==> src/rtl/udp_rx_ctrl_pkg.sv <==
// udp_rx_ctrl shared constants, state encoding and byte helper.
// Lengths are shared with the transmit-side controller.
package udp_rx_ctrl_pkg;

  localparam logic [15:0] FREQ_LEN = 16'd2;
  localparam int DATA_LEN_DEF = 1024;

  typedef enum logic [1:0] {
    IDLE  = 2'd0,
    HOLD  = 2'd1,
    DATA  = 2'd2,
    DRAIN = 2'd3
  } rx_state_t;

  function automatic logic [7:0] byte_of(
    input logic [31:0] w,
    input logic [1:0]  i
  );
    logic [7:0] b;
    unique case (i)
      2'd0: b = w[31:24];
      2'd1: b = w[23:16];
      2'd2: b = w[15:8];
      default: b = w[7:0];
    endcase
    return b;
  endfunction

endpackage

==> src/rtl/udp_rx_ctrl_byte_ser.sv <==
// udp_rx_byte_ser: 2-word queue emitting one byte per cycle, MSB first.
// An empty queue forwards a pushed word straight to the byte output.
module udp_rx_byte_ser
  import udp_rx_ctrl_pkg::*;
(
  input  logic        clk_125m,
  input  logic        rst_n,
  input  logic        push,
  input  logic [31:0] push_data,
  output logic        empty,
  output logic        byte_vld,
  output logic [7:0]  byte_data
);

  logic [31:0] q0;
  logic [31:0] q1;
  logic [1:0]  cnt;
  logic [1:0]  idx;
  logic [31:0] head;
  logic        pop;

  assign empty     = (cnt == 2'd0);
  assign head      = empty ? push_data : q0;
  assign byte_vld  = ~empty | push;
  assign byte_data = byte_of(head, idx);
  assign pop       = byte_vld & (idx == 2'd3);

  always_ff @(posedge clk_125m or negedge rst_n) begin
    if (!rst_n) begin
      q0  <= '0;
      q1  <= '0;
      cnt <= '0;
      idx <= '0;
    end else begin
      if (byte_vld)
        idx <= idx + 2'd1;
      unique case (cnt)
        2'd0: begin
          if (push) begin
            q0  <= push_data;
            cnt <= 2'd1;
          end
        end
        2'd1: begin
          if (push && pop) begin
            q0 <= push_data;
          end else if (pop) begin
            cnt <= 2'd0;
          end else if (push) begin
            q1  <= push_data;
            cnt <= 2'd2;
          end
        end
        2'd2: begin
          if (pop) begin
            q0 <= q1;
            if (push)
              q1 <= push_data;
            else
              cnt <= 2'd1;
          end
        end
        default: cnt <= 2'd0;
      endcase
    end
  end

endmodule

==> src/rtl/udp_rx_ctrl.sv <==
// udp_rx_ctrl: classifies UDP rx packets by length into
// frequency updates, FIFO sample bytes or length errors.
module udp_rx_ctrl
  import udp_rx_ctrl_pkg::*;
#(
  parameter int DATA_LEN = DATA_LEN_DEF
) (
  input  logic        clk_125m,
  input  logic        rst_n,
  input  logic        rec_en,
  input  logic [31:0] rec_data,
  input  logic        rec_pkt_done,
  input  logic [15:0] rec_byte_num,
  input  logic        fifo_full,
  output logic        wr_en,
  output logic [7:0]  wr_data,
  output logic [15:0] wave_freq,
  output logic        freq_valid,
  output logic        rx_busy,
  output logic        len_err,
  output logic        ovf_err
);

  localparam logic [15:0] WORDS = 16'(DATA_LEN / 4);
  localparam logic [15:0] DLEN  = 16'(DATA_LEN);

  rx_state_t   state;
  rx_state_t   state_nxt;
  logic [31:0] hold;
  logic        pend;
  logic [15:0] wcnt;
  logic        done_q;
  logic [15:0] bn_q;
  logic        rx_done;
  logic [15:0] rx_bn;
  logic        ser_push;
  logic [31:0] ser_data;
  logic        ser_empty;
  logic        ser_vld;
  logic [7:0]  ser_byte;
  logic        hold_ld;
  logic        freq_ld;
  logic        len_err_d;

  // A done colliding with a word is replayed one cycle later.
  assign rx_done = (rec_pkt_done & ~rec_en) | done_q;
  assign rx_bn   = done_q ? bn_q : rec_byte_num;
  assign rx_busy = (state != IDLE);

  always_ff @(posedge clk_125m or negedge rst_n) begin
    if (!rst_n)
      state <= IDLE;
    else
      state <= state_nxt;
  end

  always_comb begin
    state_nxt = state;
    unique case (state)
      IDLE:  if (rec_en) state_nxt = HOLD;
      HOLD: begin
        if (rec_en)
          state_nxt = DATA;
        else if (rx_done)
          state_nxt = IDLE;
      end
      DATA:  if (rx_done) state_nxt = DRAIN;
      DRAIN: if (ser_empty && !pend) state_nxt = IDLE;
      default: state_nxt = IDLE;
    endcase
  end

  always_comb begin
    ser_push  = 1'b0;
    ser_data  = rec_data;
    hold_ld   = 1'b0;
    freq_ld   = 1'b0;
    len_err_d = 1'b0;
    unique case (state)
      IDLE: begin
        hold_ld   = rec_en;
        len_err_d = rx_done;
      end
      HOLD: begin
        if (rec_en) begin
          ser_push = 1'b1;
          ser_data = hold;
          hold_ld  = 1'b1;
        end else if (rx_done) begin
          freq_ld   = (rx_bn == FREQ_LEN);
          len_err_d = (rx_bn != FREQ_LEN);
        end
      end
      DATA: begin
        if (pend) begin
          ser_push = 1'b1;
          ser_data = hold;
        end else if (rec_en && wcnt < WORDS) begin
          ser_push = 1'b1;
        end
        len_err_d = rx_done && (rx_bn != DLEN);
      end
      default: ;
    endcase
  end

  // Second word is parked in hold and pushed on the following cycle.
  always_ff @(posedge clk_125m or negedge rst_n) begin
    if (!rst_n) begin
      hold   <= '0;
      pend   <= 1'b0;
      wcnt   <= '0;
      done_q <= 1'b0;
      bn_q   <= '0;
    end else begin
      if (hold_ld)
        hold <= rec_data;
      pend   <= (state == HOLD) && rec_en && (WORDS > 16'd1);
      done_q <= rec_en & rec_pkt_done;
      bn_q   <= rec_byte_num;
      if (state == IDLE && rec_en)
        wcnt <= '0;
      else if (state == HOLD && rec_en)
        wcnt <= (WORDS > 16'd1) ? 16'd2 : 16'd1;
      else if (state == DATA && ser_push && !pend)
        wcnt <= wcnt + 16'd1;
    end
  end

  always_ff @(posedge clk_125m or negedge rst_n) begin
    if (!rst_n) begin
      wr_en      <= 1'b0;
      wr_data    <= '0;
      ovf_err    <= 1'b0;
      len_err    <= 1'b0;
      freq_valid <= 1'b0;
      wave_freq  <= '0;
    end else begin
      wr_en      <= ser_vld & ~fifo_full;
      ovf_err    <= ser_vld & fifo_full;
      len_err    <= len_err_d;
      freq_valid <= freq_ld;
      if (ser_vld)
        wr_data <= ser_byte;
      if (freq_ld)
        wave_freq <= {hold[23:16], hold[31:24]};
    end
  end

  udp_rx_byte_ser u_ser (
    .clk_125m  (clk_125m),
    .rst_n     (rst_n),
    .push      (ser_push),
    .push_data (ser_data),
    .empty     (ser_empty),
    .byte_vld  (ser_vld),
    .byte_data (ser_byte)
  );

endmodule

==> config.mk <==
export PLATFORM = sky130hd
export DESIGN_NAME = udp_rx_ctrl
export DESIGN_NICKNAME = d
export VERILOG_FILES = /design/src/rtl/udp_rx_ctrl_pkg.sv /design/src/rtl/udp_rx_ctrl_byte_ser.sv /design/src/rtl/udp_rx_ctrl.sv
export SDC_FILE = /design/constraint.sdc
export NUM_CORES = 1
export LEC_CHECK = 0
export CORE_MARGIN = 4
export CORE_UTILIZATION = 40
export DETAILED_ROUTE_END_ITERATION = 12
export DONT_BUFFER_PORTS = 1
export PLACE_DENSITY = 0.52
export SLEW_MARGIN = 20
export SYNTH_ARGS = -nofsm -noshare
export SYNTH_HDL_FRONTEND = slang
export SYNTH_SLANG_ARGS = --single-unit
==> constraint.sdc <==
create_clock -name clk_125m -period 3.45 [get_ports clk_125m]
set_clock_uncertainty 0.05 [all_clocks]
set_input_delay 0.345 -clock clk_125m [delete_from_list [all_inputs] [get_ports clk_125m]]
set_output_delay 0.345 -clock clk_125m [all_outputs]
set_load 0.02 [all_outputs]
==> impl_metrics.sql <==
INSERT INTO impl_metrics (metric_group, metric, value, unit) VALUES
('placement', 'dpl.cell_count', '932', ''),
('die', 'starting_density_of_the_core', '40.6', '%'),
('routing', 'vias', '5855', ''),
('finish', 'finalCoreUtilization', '47.6', '%'),
('clocking', 'post_cts.repair.setup_buffers', '0', ''),
('routing', 'route.antenna.remaining_nets', '0', ''),
('yosys', 'synth-seq-cells', '164', ''),
('die', 'io-pin-count', '82', ''),
('clocking', 'tritoncts_buffers', '17', ''),
('sta', 'rsz_0062_raised_after_global_routing', 'no', ''),
('sta', 'timing.final.hold_violations', '164', ''),
('placement', 'finalWeightedCongestion', '0.786', ''),
('worst_setup_path', 'r2r_cells', '8', ''),
('pwr', 'power.density_cell_area', '953', 'nW/um^2'),
('worst_setup_path', 'worst_ep_arrival_time', '3.03', 'ns'),
('worst_setup_path', 'r2r_start', 'state[0]', ''),
('routing', 'wirelength', '20900', 'um'),
('clocking', 'h-tree-depth', '4', ''),
('grt', 'gr-total-overflow', '0', ''),
('finish', 'num-nets-final', '833', ''),
('worst_setup_path', 'worstSetupStartpointType', 'register', ''),
('placement', 'final_hpwl_dp', '13000', 'um'),
('finish', 'post_route_cells_drive_above_1_share', '12.9', '%'),
('yosys', 'async_reset_ff_share', '100', '%'),
('clocking', 'cts_max_path_buffers', '2', ''),
('clocking', 'ctsResizeCount', '0', ''),
('yosys', 'synth_edf_count', '0', ''),
('finish', 'number_of_inserted_diodes', '0', ''),
('sta', 'final_max_slew_viol_count', '0', ''),
('worst_setup_path', 'worstSetupStartpoint', 'state[0]', ''),
('outcome', 'run_status', 'finished with violations', ''),
('routing', 'post_detailed_route_wirelength_per_cell', '20.6', 'um'),
('sta', 'max_clock_freq', '0.361', 'GHz'),
('die', 'core_region_area', '18700', 'um^2'),
('outcome', 'violations', 'negative hold slack', ''),
('clocking', 'worst_skew_pair.late_latency', '0.42', 'ns'),
('worst_setup_path', 'worstPathCellList', 'inv_1, ha_1, and4b_1, a32oi_1, buf_4, o31ai_4, buf_4, mux2_2', ''),
('grt', 'grtUsageTotal', '20.3', '%'),
('yosys', 'synth_ff_type', 'dfrtp_1', ''),
('worst_setup_path', 'critical-path-top-cell-by-count', 'buf_4', ''),
('worst_setup_path', 'timing.critical_path.buf_inv', '3', ''),
('clocking', 'path_clk_slew', '0.07', 'ns'),
('die', 'fp.dieArea', '21200', 'um^2'),
('run', 'max_cap_viol_count', '0', ''),
('sta', 'worst_pin_slew', '1.07', 'ns'),
('placement', 'port_buffers', '0', ''),
('yosys', 'synth_area', '7590', 'um^2'),
('routing', 'first_iter_violations', '452', ''),
('sta', 'final.hold.worst_slack', '-0.441', 'ns'),
('placement', 'place_ws', '0.707', 'ns'),
('worst_setup_path', 'timing.critical_path.max_delay_family', 'buffers and inverters', ''),
('worst_setup_path', 'critPathCapture', 'u_ser.q0[21]', ''),
('die', 'die_h', '146', 'um'),
('sta', 'final_min_period_over_clock_period', '80.2', '%'),
('grt', 'antenna_violations_before_repair', '1', ''),
('worst_setup_path', 'critPathMaxFanout', '39', ''),
('finish', 'layoutNonFillerInstCount', '1016', ''),
('sta', 'slew_headroom', '28.9', '%'),
('clocking', 'clock_tree_from_tritoncts', 'yes', ''),
('pwr', 'ir_worst_vdd', '476', 'uV'),
('clocking', 'ctsHoldBuffers', '51', ''),
('die', 'dieWidth', '146', 'um'),
('yosys', 'ys_seq_area_share', '54.1', '%'),
('clocking', 'clock-sinks', '164', ''),
('routing', 'post-route-drc-count', '0', ''),
('worst_setup_path', 'r2r_slack', '0.68', 'ns'),
('yosys', 'synth-warning-count', '0', ''),
('worst_setup_path', 'worstSetupPathType', 'reg2reg', ''),
('yosys', 'post_synth.cell_area_avg', '10.3', 'um^2'),
('grt', 'grt_max_degree', '165', ''),
('sta', 'final.min_clock_period', '2.77', 'ns');
[synthesized netlist by cell type (4+ instances only)]
cell      instances  area, um^2
or4_1             4        30.0
mux2_2           40         450
mux2_4            9         135
a31oi_1           8        50.1
o21a_1            7        52.6
xnor2_1           8        70.1
dfrtp_1         164        4100
and2_1            7        43.8
mux2i_1           8        80.1
nor3_1            7        35.0
nor4_1            4        25.0
o21ai_0          23         115
nor2_1           79         297
a222oi_1         10         100
o22ai_1           6        37.5
a22o_1            8        70.1
ha_1             11         138
nand2_1         113         424
inv_1             9        33.8
o31ai_1           4        30.0
clkbuf_1         46         173
nand3_1           5        25.0
a22oi_1          39         293
a21oi_1          72         360
[layout make-up]
class / instances / area [um^2]
clock buffer: 19 / 433
clock inverter: 13 / 151
fill: 1711 / 9800
inverter: 9 / 33.8
multi-input combinational: 516 / 3290
sequential: 164 / 4100
tap: 234 / 293
timing repair buffer: 61 / 598
[kinds of logic (layout without fill, tap and decap cells)]
| logic type | after synthesis | count (layout) | share of synthesized area (%) |
|---|---|---|---|
| AOI/OAI and AO/OA | 199 | 199 | 17.2 |
| xor gates and xnor gates | 8 | 8 | 0.923 |
| adders and majority gates | 11 | 11 | 1.81 |
| buffers and inverters | 59 | 102 | 3.20 |
| DFF | 164 | 164 | 54.1 |
| muxes | 57 | 57 | 8.77 |
| and+or+nand+nor | 241 | 241 | 14.1 |
[worst min-delay path by stage]
stage / startpoint / end / slack (ns) / cells after the start
2_1_floorplan: rst_n / asynchronous set/reset pin / -0.0006 / 0
3_3_place_gp: rst_n / bn_q[7] / 0.004 / 0
3_5_place_dp: rst_n / bn_q[11] / 0.005 / 0
4_1_cts: rst_n / bn_q[11] / -0.46 / 0
5_1_grt: rst_n / bn_q[11] / -0.47 / 0
6_report: rst_n / bn_q[11] / -0.44 / 0
[state kept, by name, summed over array words and instances, names as in the netlist, named ones only]
signal / flops
wcnt: 16
done_q: 1
ovf_err: 1
bn_q: 16
wave_freq: 16
len_err: 1
hold: 32
u_ser.idx: 2
wr_data: 8
u_ser.q0: 32
pend: 1
wr_en: 1
u_ser.q1: 32
u_ser.cnt: 2
state: 1
freq_valid: 1
[where the power goes]
group,total (W),internal [W],switching (W)
Combinational,0.00337,0.00133,0.00204
Clock,0.00189,0.00108,0.000808
Sequential,0.00322,0.00263,0.000596
[stage by stage]
| stage | hold slack (ns) | power (W) |
|---|---|---|
| 5_1_grt | -0.467 | 0.00911 |
| 3_5_place_dp | 0.00481 | 0.00655 |
| 2_1_floorplan | -0.000591 | 0.00554 |
| 3_3_place_gp | 0.00396 | 0.00643 |
| 4_1_cts | -0.457 | 0.00851 |
| 6_report | -0.441 | 0.00848 |
[placed cells by master (no fill, tap or decap), types with 8 or more instances in the layout]
| cell type | instances |
|---|---|
| buf_4 | 9 |
| ha_1 | 11 |
| a22o_1 | 8 |
| mux2_4 | 9 |
| clkbuf_16 | 17 |
| inv_1 | 9 |
| xnor2_1 | 8 |
| nor2_1 | 78 |
| o21ai_0 | 22 |
| dfrtp_1 | 164 |
| mux2i_1 | 8 |
| nand2_1 | 113 |
| mux2_2 | 40 |
| dlygate4sd3_1 | 51 |
| a31oi_1 | 8 |
| a22oi_1 | 39 |
| a21oi_1 | 71 |
| a222oi_1 | 10 |
[metal layers]
metal | global-route usage (%) | part of all wire (%)
met5 | 0 | 0
met3 | 4.98 | 6.3
met4 | 6.79 | 1.6
met1 | 28.1 | 45
met2 | 31.4 | 47
Note: power is estimated with default switching activity, not from simulation.
